`src/rtl/ram_dq_burst_master_pkg.sv`:
```
// ram_dq_burst_master_pkg: shared widths, FSM state type and byte-enable selection
// for the RAM burst master and its read buffer.
package ram_dq_burst_master_pkg;
    localparam int RAM_ADDR_W      = 14;
    localparam int RAM_DATA_W      = 16;
    localparam int RAM_LEN_W       = 10;
    localparam int RAM_RDBUF_DEPTH = 4;

    typedef enum logic [1:0] {IDLE, WRITE, READ} state_e;

    function automatic logic [1:0] be_sel(input logic [1:0] first_be, input logic [1:0] last_be,
                                          input logic is_first, input logic is_last);
        return (is_first && is_last) ? (first_be & last_be) :
               is_first ? first_be : is_last ? last_be : 2'b11;
    endfunction
endpackage

```
`src/rtl/ram_dq_rdbuf.sv`:
```
// ram_dq_rdbuf: DEPTH-entry synchronous FIFO holding RAM read words until the
// downstream consumer takes them.
module ram_dq_rdbuf import ram_dq_burst_master_pkg::*; #(
    parameter int  W     = RAM_DATA_W,
    parameter int  DEPTH = RAM_RDBUF_DEPTH,
    localparam int PW    = $clog2(DEPTH),
    localparam int CW    = $clog2(DEPTH + 1)
) (
    input  logic          clk,
    input  logic          rst_n,
    input  logic          push,
    input  logic [W-1:0]  push_data,
    input  logic          pop,
    output logic [W-1:0]  pop_data,
    output logic [CW-1:0] count,
    output logic          full,
    output logic          empty
);
    logic [W-1:0]  mem_q [DEPTH];
    logic [W-1:0]  mem_d [DEPTH];
    logic [PW-1:0] wr_ptr_q, wr_ptr_d, rd_ptr_q, rd_ptr_d;
    logic [CW-1:0] count_q, count_d;
    logic          do_push, do_pop;

    function automatic logic [PW-1:0] inc(input logic [PW-1:0] p);
        return (p == PW'(DEPTH - 1)) ? '0 : p + PW'(1);
    endfunction

    assign full     = count_q == CW'(DEPTH);
    assign empty    = count_q == '0;
    assign count    = count_q;
    assign pop_data = mem_q[rd_ptr_q];
    assign do_push  = push && !full;
    assign do_pop   = pop && !empty;

    always_comb begin
        mem_d = mem_q;
        if (do_push) mem_d[wr_ptr_q] = push_data;
        wr_ptr_d = do_push ? inc(wr_ptr_q) : wr_ptr_q;
        rd_ptr_d = do_pop ? inc(rd_ptr_q) : rd_ptr_q;
        count_d  = count_q + CW'(do_push) - CW'(do_pop);
    end

    always_ff @(posedge clk or negedge rst_n) begin
        if (!rst_n) begin
            mem_q    <= '{default: '0};
            wr_ptr_q <= '0;
            rd_ptr_q <= '0;
            count_q  <= '0;
        end else begin
            mem_q    <= mem_d;
            wr_ptr_q <= wr_ptr_d;
            rd_ptr_q <= rd_ptr_d;
            count_q  <= count_d;
        end
    end
endmodule

```
`src/rtl/ram_dq_burst_master.sv`:
```
// ram_dq_burst_master: sequences one write or read burst at a time onto a
// byte-enabled single-port RAM with 1-cycle registered read data.
module ram_dq_burst_master import ram_dq_burst_master_pkg::*; #(
    parameter int ADDR_W      = RAM_ADDR_W,
    parameter int DATA_W      = RAM_DATA_W,
    parameter int LEN_W       = RAM_LEN_W,
    parameter int RDBUF_DEPTH = RAM_RDBUF_DEPTH
) (
    input  logic              clk,
    input  logic              rst_n,
    input  logic              req_valid,
    output logic              req_ready,
    input  logic              req_write,
    input  logic [ADDR_W-1:0] req_addr,
    input  logic [LEN_W-1:0]  req_len_m1,
    input  logic [1:0]        req_first_be,
    input  logic [1:0]        req_last_be,
    input  logic              wr_valid,
    output logic              wr_ready,
    input  logic [DATA_W-1:0] wr_data,
    output logic              rd_valid,
    input  logic              rd_ready,
    output logic [DATA_W-1:0] rd_data,
    output logic              rd_last,
    output logic              done,
    output logic              ram_clock_en,
    output logic              ram_we,
    output logic [1:0]        ram_byte_en,
    output logic [ADDR_W-1:0] ram_address,
    output logic [DATA_W-1:0] ram_data,
    input  logic [DATA_W-1:0] ram_q
);
    localparam int CNT_W = LEN_W + 1;
    localparam int BCW   = $clog2(RDBUF_DEPTH + 1);

    state_e            state_q, state_d;
    logic [ADDR_W-1:0] addr_q, addr_d, ram_address_q, ram_address_d;
    logic [CNT_W-1:0]  iss_q, iss_d, rem_q, rem_d, req_cnt;
    logic [1:0]        first_be_q, first_be_d, last_be_q, last_be_d, ram_byte_en_q, ram_byte_en_d;
    logic              first_q, first_d, rd_pend_q, rd_pend_d;
    logic              req_ready_q, req_ready_d, wr_ready_q, wr_ready_d, done_q, done_d;
    logic              ram_clock_en_q, ram_clock_en_d, ram_we_q, ram_we_d;
    logic [DATA_W-1:0] ram_data_q, ram_data_d;
    logic [BCW-1:0]    inflight_q, inflight_d, buf_count;
    logic              accept, wr_hs, issue, pop, buf_full, buf_empty;

    assign req_cnt      = {1'b0, req_len_m1} + CNT_W'(1);
    assign accept       = req_valid && req_ready_q;
    assign wr_hs        = wr_valid && wr_ready_q;
    assign pop          = rd_valid && rd_ready;
    // Issued-but-uncaptured reads reserve buffer slots so a stalled consumer never overflows it.
    assign issue        = state_q == READ && iss_q != '0 && !buf_full &&
                          (int'(buf_count) + int'(inflight_q)) < RDBUF_DEPTH;
    assign rd_valid     = !buf_empty;
    assign rd_last      = rd_valid && rem_q == CNT_W'(1);
    assign req_ready    = req_ready_q;
    assign wr_ready     = wr_ready_q;
    assign done         = done_q;
    assign ram_clock_en = ram_clock_en_q;
    assign ram_we       = ram_we_q;
    assign ram_byte_en  = ram_byte_en_q;
    assign ram_address  = ram_address_q;
    assign ram_data     = ram_data_q;

    ram_dq_rdbuf #(.W(DATA_W), .DEPTH(RDBUF_DEPTH)) u_rdbuf (
        .clk       (clk),
        .rst_n     (rst_n),
        .push      (rd_pend_q),
        .push_data (ram_q),
        .pop       (pop),
        .pop_data  (rd_data),
        .count     (buf_count),
        .full      (buf_full),
        .empty     (buf_empty)
    );

    always_comb begin
        state_d        = state_q;
        addr_d         = addr_q;
        iss_d          = iss_q;
        rem_d          = rem_q;
        first_be_d     = first_be_q;
        last_be_d      = last_be_q;
        first_d        = first_q;
        done_d         = 1'b0;
        ram_clock_en_d = 1'b0;
        ram_we_d       = 1'b0;
        ram_byte_en_d  = '0;
        ram_address_d  = '0;
        ram_data_d     = '0;
        rd_pend_d      = ram_clock_en_q && !ram_we_q;
        inflight_d     = inflight_q + BCW'(issue) - BCW'(rd_pend_q);
        if (accept) begin
            state_d    = req_write ? WRITE : READ;
            addr_d     = req_addr;
            iss_d      = req_cnt;
            rem_d      = req_cnt;
            first_be_d = req_first_be;
            last_be_d  = req_last_be;
            first_d    = 1'b1;
        end
        if (wr_hs) begin
            ram_clock_en_d = 1'b1;
            ram_we_d       = 1'b1;
            ram_byte_en_d  = be_sel(first_be_q, last_be_q, first_q, rem_q == CNT_W'(1));
            ram_address_d  = addr_q;
            ram_data_d     = wr_data;
            addr_d         = addr_q + ADDR_W'(1);
            rem_d          = rem_q - CNT_W'(1);
            first_d        = 1'b0;
        end
        if (issue) begin
            ram_clock_en_d = 1'b1;
            ram_byte_en_d  = 2'b11;
            ram_address_d  = addr_q;
            addr_d         = addr_q + ADDR_W'(1);
            iss_d          = iss_q - CNT_W'(1);
        end
        if (pop) rem_d = rem_q - CNT_W'(1);
        if ((wr_hs || pop) && rem_q == CNT_W'(1)) begin
            state_d = IDLE;
            done_d  = 1'b1;
        end
        req_ready_d = state_d == IDLE;
        wr_ready_d  = state_d == WRITE;
    end

    always_ff @(posedge clk or negedge rst_n) begin
        if (!rst_n) begin
            state_q        <= IDLE;
            addr_q         <= '0;
            iss_q          <= '0;
            rem_q          <= '0;
            first_be_q     <= '0;
            last_be_q      <= '0;
            first_q        <= 1'b0;
            rd_pend_q      <= 1'b0;
            inflight_q     <= '0;
            req_ready_q    <= 1'b0;
            wr_ready_q     <= 1'b0;
            done_q         <= 1'b0;
            ram_clock_en_q <= 1'b0;
            ram_we_q       <= 1'b0;
            ram_byte_en_q  <= '0;
            ram_address_q  <= '0;
            ram_data_q     <= '0;
        end else begin
            state_q        <= state_d;
            addr_q         <= addr_d;
            iss_q          <= iss_d;
            rem_q          <= rem_d;
            first_be_q     <= first_be_d;
            last_be_q      <= last_be_d;
            first_q        <= first_d;
            rd_pend_q      <= rd_pend_d;
            inflight_q     <= inflight_d;
            req_ready_q    <= req_ready_d;
            wr_ready_q     <= wr_ready_d;
            done_q         <= done_d;
            ram_clock_en_q <= ram_clock_en_d;
            ram_we_q       <= ram_we_d;
            ram_byte_en_q  <= ram_byte_en_d;
            ram_address_q  <= ram_address_d;
            ram_data_q     <= ram_data_d;
        end
    end
endmodule

```
`config.mk`:
```
export PLATFORM = sky130hd
export DESIGN_NAME = ram_dq_burst_master
export DESIGN_NICKNAME = d
export VERILOG_FILES = /design/src/rtl/ram_dq_burst_master_pkg.sv /design/src/rtl/ram_dq_rdbuf.sv /design/src/rtl/ram_dq_burst_master.sv
export SDC_FILE = /design/constraint.sdc
export NUM_CORES = 1
export LEC_CHECK = 0
export ABC_AREA = 1
export CAP_MARGIN = 20
export CORE_ASPECT_RATIO = 1.25
export CORE_MARGIN = 5
export CORE_UTILIZATION = 58
export CTS_CLUSTER_SIZE = 12
export DETAILED_ROUTE_END_ITERATION = 10
export PLACE_DENSITY = 0.85
export RECOVER_POWER = 25
export SYNTH_ARGS = -nofsm -noshare
export SYNTH_HDL_FRONTEND = slang
export SYNTH_SLANG_ARGS = --single-unit
```
`constraint.sdc`:
```
create_clock -name clk -period 8.1 [get_ports clk]
set_input_delay 1.215 -clock clk [delete_from_list [all_inputs] [get_ports clk]]
set_output_delay 1.215 -clock clk [all_outputs]
set_load 0.05 [all_outputs]
```
Yosys cells after proc, flatten, opt, wreduce, memory -nomap -nowiden
Cells that the tools add are included.
- add/subtract/negate cells: 11
- $mul: 0
- div/mod/pow operators: 0
- order comparisons: 4
- equal/unequal tests: 6
- shift operators: 0
- muxes and demuxes: 31
- bitwise logic cells: 3
- reductions and logical operators: 24
- operator list (cell ; number):
    $mux 14 ; 5
    $bwmux 64 ; 1
    $mux 16 ; 4
    $mux 11 ; 4
    $bmux 16 s2 ; 1
    $demux 16 s2 ; 1
    $sub 11x1->11 const B ; 2
    $mux 2 ; 10
    $add 14x1->14 const B ; 1
    $logic_and 1x1->1 ; 13
    $add 10x1->11 const B ; 1
    $eq 11x1->1 const B ; 1
    $reduce_bool 11->1 ; 1
    $add 3x1->3 ; 2
    $eq 2x2->1 const B ; 3
    $ge 3x3->1 const B ; 2
    $not 2->3 ; 2
    $reduce_bool 3->1 ; 2
    $sub 3x1->3 ; 2
    $mux 1 ; 5
    $add 2x1->2 const B ; 2
    $add 3x3->4 ; 1
    $lt 4x3->1 const B ; 1
    $reduce_bool 2->1 ; 2
    8 further kinds ; 10
- bits in registers: 155
- latch bits: 0
- memory bits (writable): 0
- ROM bits: 0
- input port bits: 66
- output and inout port bits: 55
- memories kept: 0

Logic depth before layout (Yosys ltp)
- word-level depth: 7
- depth in mapped cells: 13
- gate-level depth less buffers: 12

By module
From an unflattened synthesis, not the netlist that was laid out.
- cells, all modules: 1040
- area total of the unflattened synthesis: 8136.6 sq um
- modules (own cells, without submodules) (module ; times used ; cells each ; area an instance (sq um) ; sequential area each (sq um)):
    ram_dq_burst_master ; 1 ; 585 ; 4480.5 ; 2102.0
    ram_dq_rdbuf ; 1 ; 455 ; 3656.0 ; 1776.7

Worst setup path after synthesis
OpenSTA, ideal clock, no wires.
- kind: reg2out
- from: reg u_rdbuf.rd_ptr_q[0]
- to: out rd_data[12]
- arrival: 1.684 ns
- required time: 6.885 ns
- path slack: 5.201 ns
- cell stages (with the launch flop): 5
- path through: dfrtp_1 inv_1 clkbuf_1 o21ai_0 o22ai_1
- cells in the longest elaborated chain, start to end: 4
- RTL lines (element ; line ; text):
    start, declared ; ram_dq_rdbuf.sv:21 ; logic [PW-1:0] wr_ptr_q, wr_ptr_d, rd_ptr_q, rd_ptr_d;
    start signal, assigned ; ram_dq_rdbuf.sv:53 ; rd_ptr_q <= rd_ptr_d;
    $not 2->3 (implied by the code) ; ram_dq_rdbuf.sv:32 ; assign pop_data = mem_q[rd_ptr_q];
    $bmux 16 s2 ; ram_dq_rdbuf.sv:32 ;
    $mux 16 (implied by the code) (2 in a row) ; ram_dq_rdbuf.sv:32 ;
    end, declared ; ram_dq_burst_master.sv:23 ; output logic [DATA_W-1:0] rd_data,
Every way passes these cells. The select of a mux whose other input is x is not followed.

==> impl_results.md <==
- Status: finished, violations left
- Failing checks: max-capacitance violations, max-slew violations
- Max-slew headroom: -2.264
- Post-route clock period utilization: 0.6555
- Async SR Flop Fraction: 1.000
- Worst hold slack: 0.4748 ns
- Mapped cell area: 7641 um2
- Final Cell Area: 9469 um2
- Slew Limit Fails: 94
- Syn nets: 1034
- R2R setup slack: 5.36 ns
- Min-Delay Path Class: reg -> reg
- Slew @ Worst Pin: 4.896 ns
- Ports: 121
- Crit Path Class: in -> async
- Number of DRC markers in iteration 0: 612
- Top_reg_cell synth: dfrtp_1
- VDD IR-drop max: 0.3047 mV
- Post-Place Cell Area: 8900 um2
- Die Height: 138.3 um
- CTS tree: done
- Bufs on Longest Clock Path: 2
- Family with the most delay on the worst path: buffers and inverters
- CP max stage cell: clkbuf_1
- Area growth syn-to-layout: 23.92%
- Worst EP required: 7.46 ns
- Final HPWL DP: 13010 um
- Leading cell type in the layout, fill and taps excluded: nand2_1
- Die span in x: 112.7 um
- Commonest non-fill, non-tap cells in the layout: nand2_1, dfrtp_1, o21ai_0, clkdlybuf4s50_1, nor2_1
- Unrepaired setup endpoints after global routing: no
- Post-synth top area share: 0.5076
- Post-CTS Setup Repair Bufs: 0
- Gpl congestion: 0.9399
- Top cells by area, synth: dfrtp_1, nand2_1, o21ai_0
- Placeable Area: 13110 um2
- Initial antenna violation count: 0
- Static Leak: 4.653 nW
- CTS resizes: 0
- Hold_sp: ram_we
- Post-layout util: 0.7221
- Root buf cell: clkbuf_16
- Max incr delay on CP: 3.37 ns
- Period minus WS final: 5.310 ns
- Critical path startpoint: rst_n
- Critical Path Fanout Max: 93
- Clk_skew: 0.009235 ns
- Max-cap violations: 1
- Antenna viol nets, final: 0
- Largest area contributor in the netlist: dfrtp_1
- Fmax: 188.3 MHz
- Initial Util: 0.5827
- Endpoints failing setup: 0
- Via density: 5.395
- Worst setup SP type: input port
- Post-Synthesis Cells: 950
- Number of clock sinks: 155
- Pin count of the biggest net entering global routing: 94
- # diodes: 0
- Number of core rows: 47
- Avg Cell Area, Syn: 8.043 um2
- # DRC: 0
- Clock transition at the registers of the reported paths: 0.07 ns
- Number of port buffers: 120
- Synth warnings: 0
- WL final: 18820 um
- Register area share after synthesis: 0.5076
- GRT Total Usage: 0.2465
- Total CTS buffers: 17
- First-pass GRT wire length: 31330 um
- WP buf/inv: 1
- Final setup TNS: 0 ns
- #FFs+latches synth: 155
- Power per cell area: 419.3 nW/um2
- Gr ovfl total: 0
- Origin of the critical flop-to-flop path: u_rdbuf.count[2]
- Fillers: 1020
- Hold Fails Final Rpt: 0
- Post-synth EDFFs: 0
- Hold_buf cts: 0
- DIE AREA: 15580 um2
- H-tree Lvls: 4
- Fraction of layout cells with a size suffix above 1: 0.05888
- Drt wl/cell: 15.16 um
- Synth cell types: 37
- Vias in the first global route: 6508
- Final Net Count: 1141
- Clock Latency Late Sink: 0.42 ns
- Pre-antenna DRT Iters: 6
- Via count: 6695
- Crit path DAT: 4.67 ns
- Worst setup EP type: asynchronous set/reset pin
- Worst-path cell chain: clkbuf_1
- Total Power: 0.003970 W
## per-stage QoR
step	instances	setup slack (ns)
final	1241	2.790
after global routing	1241	1.704
after CTS	1241	3.563
after detailed placement	1209	4.014
after global placement	1209	4.157
after floorplan	950	5.201
## worst paths after layout
check,cells past startpoint,to
setup / recovery,1,iss_q[5]
hold / removal,1,rd_pend_q
setup reg to reg,11,inflight_q[2]
hold reg to reg,1,rd_pend_q
max in group clk,4,rd_data[8]
min in group asynchronous,1,u_rdbuf.mem_q[34]
## routing by layer
| metal | up-vias | wire length [um] | track usage |
|---|---|---|---|
| met4 | 0 | 352 | 0.08038 |
| met5 | - | 0 | 0 |
| li1 | 3257 | - | - |
| met3 | 30 | 1113 | 0.04939 |
| met2 | 247 | 9759 | 0.4210 |
| met1 | 3161 | 7589 | 0.3140 |
## power breakdown
group,internal [W],switching (W),total [W]
Sequential,0.00112,0.000266,0.00138
Clock,0.000435,0.000343,0.000778
Combinational,0.000612,0.00120,0.00181
## cell type report
| class | instances | area, um2 | area share |
|---|---|---|---|
| clock buffer | 17 | 425.4 | 0.04493 |
| clock inverter | 15 | 156.4 | 0.01652 |
| inverter | 111 | 416.7 | 0.04400 |
| multi-input combinational | 651 | 3176 | 0.3354 |
| sequential | 155 | 3879 | 0.4096 |
| tap | 171 | 214.0 | 0.02260 |
| timing repair buffer | 121 | 1202 | 0.1270 |
## cell usage after synthesis, types with 3 or more instances
master      n
a21oi_1     3
buf_6       4
nor2_1    108
xor2_1     11
clkbuf_1   23
o22ai_1    16
inv_2      12
inv_1      99
o211ai_1    3
nor2_2      3
o21ai_0   128
nand3_1    59
nand2_1   254
dfrtp_1   155
ha_1       16
nand4_1    16
nand2_2     5
xnor2_1     5
buf_2       3
## flip-flops by register name (all words and copies together), names as in the netlist
signal            cells
addr_q               14
done                  1
first_be_q            2
first_q               1
inflight_q            3
iss_q                11
last_be_q             2
ram_address          14
ram_byte_en           2
ram_clock_en          1
ram_data             16
ram_we                1
rd_pend_q             1
rem_q                11
req_ready             1
state_q               2
u_rdbuf.count         3
u_rdbuf.mem_q        64
u_rdbuf.rd_ptr_q      2
u_rdbuf.wr_ptr_q      2
wr_ready              1
## logic make-up after synthesis
| logic type | after synthesis | share of synthesized area |
|---|---|---|
| compound gates | 159 | 0.1104 |
| xor+xnor | 16 | 0.01834 |
| fa+ha+maj | 18 | 0.03144 |
| buf+inv | 144 | 0.07614 |
| flops | 155 | 0.5076 |
| simple gates | 458 | 0.2561 |
(Power assumes the default switching activity.)
